==> config.mk <==
export PLATFORM = sky130hd
export DESIGN_NAME = sram_2p
export DESIGN_NICKNAME = d
export VERILOG_FILES = /design/src/rtl/sram_pkg.sv /design/src/rtl/sram_rd_pipe.sv /design/src/rtl/sram_2p.sv
export SDC_FILE = /design/constraint.sdc
export NUM_CORES = 1
export LEC_CHECK = 0
export ABC_AREA = 1
export CORE_ASPECT_RATIO = 0.9
export CORE_MARGIN = 2
export CORE_UTILIZATION = 52
export DETAILED_ROUTE_END_ITERATION = 12
export PLACE_DENSITY = 0.79
export SYNTH_ARGS = -nofsm -noshare
export SYNTH_HDL_FRONTEND = slang
export SYNTH_SLANG_ARGS = --single-unit
export TNS_END_PERCENT = 100
==> constraint.sdc <==
create_clock -name clk -period 2.8 [get_ports clk]
set_input_delay 0.84 -clock clk [delete_from_list [all_inputs] [get_ports clk]]
set_output_delay 0.84 -clock clk [all_outputs]
set_load 0.1 [all_outputs]
==> src/rtl/sram_pkg.sv <==
// Shared types for the two-port SRAM: read-during-write policy and controller state.
package sram_pkg;

  typedef enum logic {
    RDW_WRITE_FIRST,
    RDW_READ_FIRST
  } rdw_mode_e;

  typedef enum logic {
    ST_INIT,
    ST_READY
  } state_e;

endpackage

==> src/rtl/sram_rd_pipe.sv <==
// Read-response pipeline: RD_LAT valid stages, trailing data stages that hold between reads.
module sram_rd_pipe #(
  parameter int DATA_W = 16,
  parameter int RD_LAT = 1
) (
  input  logic              clk,
  input  logic              rst,
  input  logic              req,
  input  logic [DATA_W-1:0] ram_data,
  output logic              rd_valid,
  output logic [DATA_W-1:0] rd_data
);

  logic [RD_LAT-1:0] valid_reg;

  genvar gi;
  for (gi = 0; gi < RD_LAT; gi++) begin : g_valid
    if (gi == 0) begin : g_first
      always_ff @(posedge clk) begin
        if (rst) valid_reg[gi] <= 1'b0;
        else     valid_reg[gi] <= req;
      end
    end else begin : g_next
      always_ff @(posedge clk) begin
        if (rst) valid_reg[gi] <= 1'b0;
        else     valid_reg[gi] <= valid_reg[gi-1];
      end
    end
  end

  // ram_data already comes from a register, so only latencies above 1 add data stages.
  if (RD_LAT == 1) begin : g_lat1
    assign rd_data = ram_data;
  end else begin : g_lat2
    logic [DATA_W-1:0] data_reg;
    always_ff @(posedge clk) begin
      if (rst)               data_reg <= '0;
      else if (valid_reg[0]) data_reg <= ram_data;
    end
    assign rd_data = data_reg;
  end

  assign rd_valid = valid_reg[RD_LAT-1];

endmodule

==> src/rtl/sram_2p.sv <==
// Simple dual-port SRAM with byte enables, post-reset zero sweep and selectable
// same-address read-during-write behaviour.
module sram_2p
  import sram_pkg::*;
#(
  parameter int        DATA_W   = 16,
  parameter int        DEPTH    = 16,
  parameter int        RD_LAT   = 1,
  parameter rdw_mode_e RDW_MODE = RDW_WRITE_FIRST,
  localparam int       ADDR_W   = $clog2(DEPTH),
  localparam int       NB       = DATA_W / 8
) (
  input  logic              clk,
  input  logic              rst,
  output logic              init_busy,
  input  logic              wr_en,
  input  logic [ADDR_W-1:0] wr_addr,
  input  logic [DATA_W-1:0] wr_data,
  input  logic [NB-1:0]     wr_be,
  input  logic              rd_en,
  input  logic [ADDR_W-1:0] rd_addr,
  output logic              rd_valid,
  output logic [DATA_W-1:0] rd_data
);

  if (DATA_W % 8 != 0) begin : g_chk_width
    $error("sram_2p: DATA_W must be a multiple of 8");
  end
  if (RD_LAT != 1 && RD_LAT != 2) begin : g_chk_lat
    $error("sram_2p: RD_LAT must be 1 or 2");
  end
  if (DEPTH < 2) begin : g_chk_depth
    $error("sram_2p: DEPTH must be at least 2");
  end

  localparam logic [ADDR_W:0]   DEPTH_C = (ADDR_W + 1)'(DEPTH);
  localparam logic [ADDR_W-1:0] LAST_C  = ADDR_W'(DEPTH - 1);

  logic [DATA_W-1:0] mem [DEPTH];

  state_e            state_reg;
  logic [ADDR_W-1:0] cnt_reg;
  logic              init_busy_reg;

  logic              wr_in_range, rd_in_range, ready, wr_fire, rd_fire;
  logic [DATA_W-1:0] wr_mask;

  logic              mem_we;
  logic [ADDR_W-1:0] mem_waddr;
  logic [DATA_W-1:0] mem_wdata;
  logic [NB-1:0]     mem_wbe;

  logic [DATA_W-1:0] ram_q_reg, byp_data_reg, byp_mask_reg;
  logic              oob_reg;
  logic [DATA_W-1:0] ram_word;

  assign wr_in_range = {1'b0, wr_addr} < DEPTH_C;
  assign rd_in_range = {1'b0, rd_addr} < DEPTH_C;
  assign ready       = (state_reg == ST_READY) && !rst;
  assign wr_fire     = ready && wr_en && wr_in_range;
  assign rd_fire     = ready && rd_en;

  genvar gi;
  for (gi = 0; gi < NB; gi++) begin : g_mask
    assign wr_mask[8*gi +: 8] = {8{wr_be[gi]}};
  end

  always_ff @(posedge clk) begin
    if (rst) begin
      state_reg     <= ST_INIT;
      cnt_reg       <= '0;
      init_busy_reg <= 1'b1;
    end else begin
      case (state_reg)
        ST_INIT: begin
          if (cnt_reg == LAST_C) begin
            state_reg     <= ST_READY;
            init_busy_reg <= 1'b0;
            cnt_reg       <= '0;
          end else begin
            cnt_reg <= cnt_reg + ADDR_W'(1);
          end
        end
        default: state_reg <= ST_READY;
      endcase
    end
  end

  assign init_busy = init_busy_reg;

  // The clear sweep and user writes share the single write port.
  always_comb begin
    mem_we    = 1'b0;
    mem_waddr = wr_addr;
    mem_wdata = wr_data;
    mem_wbe   = wr_be;
    if (state_reg == ST_INIT) begin
      mem_we    = !rst;
      mem_waddr = cnt_reg;
      mem_wdata = '0;
      mem_wbe   = '1;
    end else begin
      mem_we    = wr_fire;
    end
  end

  always_ff @(posedge clk) begin
    for (int b = 0; b < NB; b++) begin
      if (mem_we && mem_wbe[b]) mem[mem_waddr][8*b +: 8] <= mem_wdata[8*b +: 8];
    end
  end

  // The array read is always read-first; write-first is recovered by merging
  // the colliding write's enabled lanes on the output side.
  always_ff @(posedge clk) begin
    if (rst) begin
      ram_q_reg    <= '0;
      byp_data_reg <= '0;
      byp_mask_reg <= '0;
      oob_reg      <= 1'b0;
    end else if (rd_fire) begin
      ram_q_reg    <= mem[rd_addr];
      byp_data_reg <= wr_data;
      byp_mask_reg <= (RDW_MODE == RDW_WRITE_FIRST && wr_fire && wr_addr == rd_addr)
                      ? wr_mask : '0;
      oob_reg      <= !rd_in_range;
    end
  end

  assign ram_word = oob_reg ? '0
                  : ((ram_q_reg & ~byp_mask_reg) | (byp_data_reg & byp_mask_reg));

  sram_rd_pipe #(
    .DATA_W (DATA_W),
    .RD_LAT (RD_LAT)
  ) u_rd_pipe (
    .clk      (clk),
    .rst      (rst),
    .req      (rd_fire),
    .ram_data (ram_word),
    .rd_valid (rd_valid),
    .rd_data  (rd_data)
  );

endmodule

# Word level (Yosys, flattened, before mapping)

Memories as Yosys holds them, arrays and structs flattened. A register that Yosys moved wholly into a read port is not among the register bits.
Index checks and enable logic that the tools add are counted.

Register bits after elaboration: 39
Memory bits (writable): 256
Bits of input ports: 30
Word-level logic and storage cells: 35
Memories kept: 1

Add/sub/neg operators: 1
Equality and inequality tests: 2
Mux-type cells: 12
Bitwise logic cells: 5
Reduce and logical (&&, ||, !) cells: 8

Memories:

| memory | depth | width | rd ports | clocked after memory_dff | write ports | line          | RTL |
|---|---|---|---|---|---|---|---|
| mem    | 16    | 16    | 1        | 1                        | 1           | sram_2p.sv:39 | `logic [DATA_W-1:0] mem [DEPTH];` |

Operators by type and width:

| operator              | number |
|---|---|
| $and A16 B16 Y16      | 2 |
| $mux W16              | 2 |
| $not A16 Y16          | 1 |
| $or A16 B16 Y16       | 1 |
| $mux W4               | 2 |
| $mux W1               | 7 |
| $logic_and A1 B1 Y1   | 6 |
| $add A4 B1 Y4 const B | 1 |
| $eq A4 B4 Y1          | 1 |
| $eq A4 B4 Y1 const B  | 1 |
| $mux W2               | 1 |
| $reduce_and A2 Y1     | 1 |
| $logic_not A1 Y1      | 1 |
| $not A1 Y1            | 1 |

# Depth between registers and ports, before layout

Depth in word-level cells: 7
Gate-level depth with buffers: 11
Gate-level depth less buffers: 9

# Modules after synthesis

Synthesis repeated with hierarchy kept, for this count alone.

Cell total of the unflattened synthesis: 1369
Area total of the unflattened synthesis: 13075.0 um^2

Modules (own cells, without submodules):

| module       | times used | cells each | area an instance (um^2) | sequential area each (um^2) |
|---|---|---|---|---|
| sram_2p      | 1          | 1350       | 12924.9                 | 8488.1 |
| sram_rd_pipe | 1          | 19         | 150.1                   | 20.0 |

# Worst setup path after synthesis

Ideal clock, no wire load.

Path type: reg2out
From: reg byp_mask_reg[7]
To: out rd_data[7]
Arrival: 2.668 ns
Slack: -0.708 ns
Cell stages (with the launch flop): 3
Path buffers: 1
Cell sequence: dfxtp_1 clkbuf_1 o21ai_0

Word-level cells in the longest chain between the ends: 3
Elaborated cells between the ends (all ways): 4
Classes of those cells: bitwise: 4

RTL lines:

| what                   | line           | RTL |
|---|---|---|
| from (decl)            | sram_2p.sv:53  | `logic [DATA_W-1:0] ram_q_reg, byp_data_reg, byp_mask_reg;` |
| from (signal assigned) | sram_2p.sv:124 | `byp_mask_reg <= (RDW_MODE == RDW_WRITE_FIRST && wr_fire && wr_addr == rd_addr)` |
| $not A16 Y16           | sram_2p.sv:131 | `: ((ram_q_reg & ~byp_mask_reg) \| (byp_data_reg & byp_mask_reg));` |
| $and A16 B16 Y16       | sram_2p.sv:131 |  |
| $or A16 B16 Y16 *      | sram_2p.sv:131 |  |
| to (decl)              | sram_2p.sv:23  | `output logic [DATA_W-1:0] rd_data` |

Mark *: on every way between the ends. The rest lies on a longest branch, timed or not.

==> reports/metrics.yaml <==
outcome: "finished clean"
mostFrequentLayoutCells: "nand2_1 (497), edfxtp_1 (256), nand3_1 (195)"
grt_max_degree: 67
dp.cells: 1707
synth_area_sq_mm: 0.0129
dpl-instance-area_sq_mm: 0.0140
cts_setup_buffers: 0
worst_pin_slew_ns: 0.901
r2r_cells: 9
numClockSinks: 297
diodes: 0
crit_buf_inv: 1
slew_headroom: 0.399
dr.first_iter.drc_count: 1117
synthAdderAreaFrac: 0.000968
cts_buffers: 29
cap_violations: 0
rows: 54
power_density_mw_per_mm2: 611
drv_slew: 0
synth.mux.area_fraction: 0
initial_core_util: 0.532
ir_drop_mv: 0.461
clock_path_buffers: 3
ys_ff_latch: 297
grt_usage: 0.236
critPathLaunchType: "flop"
critical_path.max_stage_delay_ns: 0.60
io_pins: 48
grt_pass1_vias: 8874
avgSynthCellArea_sq_um: 9.55
overflow: 0
postCtsHoldBufs: 0
drive_above_1_share: 0.100
cp-end-kind: "output pin"
final_common_cell: "nand2_1"
worst-path-stages: 3
fin_ws_ns: 0.291
crit_chain: "nand2_1, o21ai_0, buf_4"
cts_tree: "done"
portBuffers: 47
arrival_ns: 1.67
multiInputGateArea_sq_mm: 0.00334
cp.required_ns: 1.96
die_area_sq_mm: 0.0261
drc: 0
synth_compound_area_frac: 0.0174
insertion_delay_ns: 0.55
final-instance-count-excl-fill: 1758
core_sq_mm: 0.0243
die_w_um: 170
max_freq_ghz: 0.399
post-route-period-util: 0.896
synthTopCellsByArea: "edfxtp_1 (59%), nand2_1 (14%), nand3_1 (7.5%)"
setup_viol: 0
h-tree-depth: 1
yosys_warnings: 0
ant_nets: 0
dp_slack_ns: -0.151
n_fill_cell: 1876
crit_family: "flip-flops"
via_per_inst: 5.34
fin_skew_ns: 0.0218
syn_inst: 1354
hold_slack_ns: 0.453
hold_violations: 0
post-route-cell-area_sq_mm: 0.0149
place_hpwl_um: 19400
synth_xor_area_frac: 0.00135
worstSetupPathType: "reg -> out"
ys.flop_type: "edfxtp_1"
synthSimpleGateAreaFrac: 0.238
synth_enable_flop_cells: 256
p_total_mw: 9.11
synth_top_cell_by_area: "edfxtp_1"
finalWeightedCongestion: 0.893
synthArstFlopShare: 0
synth_top_area_share: 0.595
tns_ns: 0
fin_nets: 1461
cts_resized: 0
grt_pass1_wl_um: 47900
num_vias: 9391
largest_reg_flops: 256
die_y_um: 154
firstDrtPassIters: 5
hold_path_class: "reg -> reg"
leakage_nw: 6.75
ff_latch_area_sq_mm: 0.00851
clk_pin_slew_worst_paths_ns: 0.06
utilization: 0.613
post_drt_wl_per_cell_um: 17.5
min_period_ns: 2.51
seq_area_frac_synth: 0.658
root_buffer: "clkbuf_16"
yosysUniqueCellTypes: 27
wl_um: 30800
worstPathMaxFanout: 17
syn_to_final_growth_pct: 15.3
syn-num-nets: 1385
synth_top_family_by_area: "simple AND/OR/NAND/NOR gates"
rsz0062_at_grt: "no"
holdPathStages: 2
antenna_found_initial: 0
slowest_stage: "dfxtp_1"
==> Yosys cell counts (2+ instances only) <==
| master | instances |
|---|---|
| a21oi_1 | 2 |
| buf_1 | 6 |
| buf_2 | 33 |
| buf_4 | 12 |
| clkbuf_1 | 18 |
| dfxtp_1 | 41 |
| edfxtp_1 | 256 |
| inv_1 | 191 |
| inv_2 | 3 |
| nand2_1 | 497 |
| nand3_1 | 195 |
| nor2_1 | 41 |
| nor2_2 | 3 |
| nor3_1 | 4 |
| o21ai_0 | 36 |
| o21ai_1 | 2 |
| o21ai_2 | 2 |
| or2_1 | 2 |
| xor2_1 | 2 |
==> power breakdown <==
group | total (mW) | switching, mW | leakage, nW | internal (mW)
Sequential | 4.82 | 0.0172 | 2.89 | 4.80
Combinational | 0.458 | 0.304 | 3.39 | 0.155
Clock | 3.84 | 1.58 | 0.466 | 2.26
Total | 9.11 | 1.90 | 6.75 | 7.21
==> final cells by class <==
type	instances	share of cell area
Sequential cell	297	0.571
Tap cell	308	0.0259
Timing Repair Buffer	114	0.0668
Clock inverter	19	0.0133
Multi-Input combinational cell	792	0.224
Inverter	196	0.0496
Clock buffer	32	0.0494
==> path summary, 6_finish.rpt <==
| kind | from | to | slack (ns) |
|---|---|---|---|
| setup / recovery | byp_mask_reg[14] | rd_data[9] | 0.29 |
| hold / removal | init_busy | init_busy | 0.45 |
| setup reg to reg | state_reg | mem[14][5] | 0.73 |
| hold reg to reg | init_busy | init_busy | 0.45 |
==> tightest hold or removal path, stage by stage, from the launching register on <==
cell	delay (ns)
dfxtp_1	0.31
nand2_1	0.06
nand2_1	0.04
==> kinds of logic (layout without fill, tap and decap cells) <==
family,after synthesis,after routing
adder cells (fa/ha/maj),1,1
flip-flops,297,297
AND/OR/NAND/NOR,746,746
XOR/XNOR,2,2
AO/OA/AOI/OAI,43,43
buffers and inverters,265,361
==> metal layers <==
| metal | GRT usage | part of all wire | vias to the layer above |
|---|---|---|---|
| met5 | 0 | 0 | - |
| met4 | 0.0655 | 0.022 | 0 |
| met3 | 0.0306 | 0.11 | 54 |
| met2 | 0.366 | 0.45 | 514 |
| met1 | 0.352 | 0.42 | 4336 |
| li1 | - | - | 4487 |
Note: power is estimated with default switching activity, not from simulation.
==> edit 1 (same flow settings) <==
Change the parameter `DEPTH` from 16 to 32.
--- a/src/rtl/sram_2p.sv
+++ b/src/rtl/sram_2p.sv
@@ -4,7 +4,7 @@
   import sram_pkg::*;
 #(
   parameter int        DATA_W   = 16,
-  parameter int        DEPTH    = 16,
+  parameter int        DEPTH    = 32,
   parameter int        RD_LAT   = 1,
   parameter rdw_mode_e RDW_MODE = RDW_WRITE_FIRST,
   localparam int       ADDR_W   = $clog2(DEPTH),
Ports: changed (resized rd_addr and wr_addr); port bits go from 48 to 50. No check against the original RTL was run, so the function may have changed too.
==> edit 1 against the original RTL <==
Fmax is 0.92% lower. Routed wire length increased by 93%. Worst setup slack worse by 23 ps. Critical path depth did not move. Non-clock buffer count increased by 57. Synthesized area is 79% higher. Utilization decreased by 0.21 points. Power up 92%. Design area grew 80%. Sequential cell count rose by 257. Clock power is 96% higher. Highest routed layer unchanged.
==> edit 1: results (changes against the original RTL) <==
Drt
  – DR pass1 iterations: 6 (+1)
  – Vias: 16300 (+74%)
  – Initial DRC count: 2423 (+120%)
  – Vias per cell: 5.85 (+9.6%)
  – Wire length per cell after detailed routing: 21.3 um (+21%)
  – Met2 WL: 28.7 mm (+110%)
  – Routed length on met3: 6.03 mm (+85%)
  – Routed length on met1: 22.4 mm (+71%)

GRT
  – Met1 Use GR: 33.6% (-1.6 points)
  – Met2 global-route usage: 43.5% (+6.9 points)
  – Largest net degree at the start of global routing: 137 (+100%)
  – First-pass GRT wire length: 89.9 mm (+88%)
  – M3 GR Usage: 4.59% (+1.5 points)
  – Global Route Usage Sum: 25.9% (+2.3 points)

STA
  – Slew Limit Headroom: 57.0% (+17 points)
  – Worst Clk Skew: 21.5 ps (-0.315 ps)
  – Final min period: 2530 ps (+23.2 ps)
  – Final hold slack: 454 ps (+1.57 ps)

Clock tree
  – Worst skew pair latency: 590 ps (+40 ps)
  – CTS H-tree lvls: 2 (+1)
  – Total CTS buffers: 52 (+79%)
  – Reg clk slew, reported paths: 60 ps (about the same)

Synth
  – EDFF count, synth: 512 (+100%)
  – Count of cell types in the netlist: 32 (+19%)
  – Mapped Avg Cell Area: 11.2 um^2 (+17%)
  – Mapped Nets: 2093 (+51%)
  – Sequential share of the synthesized area: 70.2% (+4.4 points)
  – Commonest cells post-synth: nand2_1 (682), edfxtp_1 (512), nand3_1 (454), buf_2 (60), inv_1 (45)
  – Top cells by area, synth: edfxtp_1 (67%), nand2_1 (11%), nand3_1 (9.8%)

Place
  – Placed cells: 2694 (+58%)
  – Final Wtd Congestion: 0.889 (-0.46%)
  – Area after DPL: 0.0250 mm^2 (+79%)
  – Post-DP HPWL: 35.4 mm (+83%)
  – Port Buf Inserts: 49 (+4.3%)
  – Dpl ws: 0.390 ps (+151 ps)

Status
  – Outcome: completed

Power
  – Clock group: 7.53 mW (+96%)
  – Cell Int Power: 13.8 mW (+91%)
  – Comb power: 1.02 mW (+120%)
  – VDD IR max: 529 uV (+15%)
  – NetSw: 3.73 mW (+96%)
  – Leakage power: 9.97 nW (+48%)

Setup path
  – Worst EP arrival: 1690 ps (+20 ps)
  – Flop-to-flop setup slack: 430 ps (-300 ps)
  – Worst-path maximum fanout: 17 (unchanged)
  – Crit start category: register

Final layout
  – # diodes: 0 (unchanged)
  – Max FFs per register: 512 (+100%)
  – Layout cells sized above 1: 13.1% (+3.1 points)
  – Post-layout nets: 2182 (+49%)
-- edit 1: cell types whose count changed in the layout (fill, tap and decap cells not counted), sizes merged, moves of 31 or more --
| cell | before | now |
|---|---|---|
| a21oi | 2 | 35 |
| buf | 87 | 143 |
| clkbuf | 32 | 63 |
| edfxtp | 256 | 512 |
| inv | 195 | 52 |
| nand2 | 497 | 691 |
| nand3 | 196 | 454 |
| nor3 | 4 | 70 |
-- edit 1: cell type report --
class	instances	area (um^2)
fillers	3283	17100
flip-flops and latches	554	16200
multi-input cells	1317	6040
repair buffers	171	1830
clock buffers	63	1420
well taps	600	751
clock inverters	32	423
inverters	52	205
-- edit 1: final timing paths --
kind | from | endpoint | depth (start not counted)
worst min-delay path | byp_data_reg[13]$_SDFFE_PP0P_ | byp_data_reg[13]$_SDFFE_PP0P_ | 2
worst max register to register | state_reg$_SDFF_PP0_ | mem[20][8]$_DFFE_PP_ | 8
worst min register to register | byp_data_reg[13]$_SDFFE_PP0P_ | byp_data_reg[13]$_SDFFE_PP0P_ | 2
worst max-delay path | byp_mask_reg[7]$_SDFFE_PP0P_ | rd_data[1] | 3
-- edit 1: cell families (layout without fill, tap and decap cells) --
kind of cell	Yosys count	after routing	synth area share [%]
adders and majority gates	2	2	0.108
xor gates and xnor gates	3	3	0.114
and+or+nand+nor	1248	1248	24.2
buffers and inverters	188	318	3.75
DFF	554	554	70.2
AOI/OAI and AO/OA	64	64	1.57
-- edit 1: worst max-delay path, stage by stage (launching register included) --
cell	delay [ps]
dfxtp_2	510
nor2_1	130
a21oi_1	260
buf_12	220
-- edit 1: repair_timing --
item,in CTS,in global routing
hold endpoints to repair,0,0
gates resized for setup,0,2
setup endpoints to repair,0,7
==> edit 2 (config.mk and constraints unchanged) <==
Made on the original files. Register the output `rd_data`, with the module's reset; this adds one clock of latency there. The other outputs are not delayed to match.
--- a/src/rtl/sram_2p.sv
+++ b/src/rtl/sram_2p.sv
@@ -22,6 +22,8 @@
   output logic              rd_valid,
   output logic [DATA_W-1:0] rd_data
 );
+
+  logic [DATA_W-1:0] rd_data_d;
 
   if (DATA_W % 8 != 0) begin : g_chk_width
     $error("sram_2p: DATA_W must be a multiple of 8");
@@ -139,8 +141,16 @@
     .req      (rd_fire),
     .ram_data (ram_word),
     .rd_valid (rd_valid),
-    .rd_data  (rd_data)
+    .rd_data  (rd_data_d)
   );
+
+  always_ff @(posedge clk) begin
+    if (rst) begin
+      rd_data <= '0;
+    end else begin
+      rd_data <= rd_data_d;
+    end
+  end
 
 endmodule
 
Check against the original RTL: no difference found for any inputs over 10 cycles, from zero or initial values and one cycle with rst high; that may be too few to reach the edited logic, so the function may still have changed.
==> edit 2 against the original RTL <==
Sequential share of layout area up 1.6 points. Power is 5.4% higher. Clock power up 6.0%. Largest power group unchanged. Clock skew decreased by 6.7 ps. Worst setup slack better by 260 ps. Non-clock buffer count up 2. Utilization is 0.44 points higher. Synthesized area up 0.35%. Routed wire length shrank 0.28%. Design area increased by 0.99%. Sequential cell count grew 16. Sequential power is 4.6% higher. Register-to-register slack got worse by 40 ps. Critical path depth increased by 5.
==> edit 2: results (changes against the original RTL) <==
Status
  – Outcome: completed

GRT
  – Vias in the first global route: 9112 (+2.7%)
  – Met1 Use GR: 33.5% (-1.7 points)
  – Met2 global-route usage: 38.5% (+1.9 points)
  – Largest net degree at the start of global routing: 130 (+94%)

Setup path
  – R2R depth: 7 (-2)
  – RR Endpoint: mem[8][6]$_DFFE_PP_

Final layout
  – CLK BUF: 35 (+9.4%)
  – Multi-input gates: 831 (+4.9%)
  – FF/Latch Area: 0.00883 mm^2 (+3.8%)
  – Final instance area: 0.0151 mm^2 (+0.99%)
  – Inverter count: 94 (-52%)
  – Post-layout nets: 1416 (-3.1%)
  – # fillers: 1887 (+0.59%)
  – Non-clock buffer share: 6.72% (+0.034 points)

Synth
  – Sequential share of the synthesized area: 68.0% (+2.2 points)
  – Synth Area in Compound Gates: 2.39% (+0.65 points)
  – XOR/XNOR share of the synthesized area: 0.135% (-0.00047 points)

Drt
  – Vias: 9444 (+0.56%)
  – Total wire length: 30.7 mm (-0.28%)
  – Routed length on met3: 2.70 mm (-17%)
  – Met2 WL: 14.5 mm (+4.8%)
  – DR pass1 iterations: 6 (+1)

Place
  – Final Wtd Congestion: 0.880 (-1.4%)
  – Area after DPL: 0.0141 mm^2 (+0.72%)

Power
  – Sw frac: 21.2% (+0.29 points)
## edit 2: cell count changes after synthesis, moves of 2 or more
cell      before  now
nor2_1        41  119
nand2_1      497  481
a21oi_1        2    6
buf_2         33   41
inv_1        191   88
o21ai_0       36   49
buf_4         12    7
nand3_1      195  156
dfxtp_1       41   57
clkinv_1       1    3
## edit 2: how the worst min path moves through the flow
stage	from	endpoint	slack, ps	cells past startpoint
floorplan	ram_q_reg[0]$_SDFFE_PP0P_	rd_data[0]$_SDFF_PP0_	420	2
global placement	init_busy$_SDFFE_PP1P_	init_busy$_SDFFE_PP1P_	440	2
detailed placement	init_busy$_SDFFE_PP1P_	init_busy$_SDFFE_PP1P_	440	2
CTS	init_busy$_SDFFE_PP1P_	init_busy$_SDFFE_PP1P_	450	2
global route	byp_data_reg[14]$_SDFFE_PP0P_	rd_data[14]$_SDFF_PP0_	480	2
finish	init_busy$_SDFFE_PP1P_	init_busy$_SDFFE_PP1P_	450	2
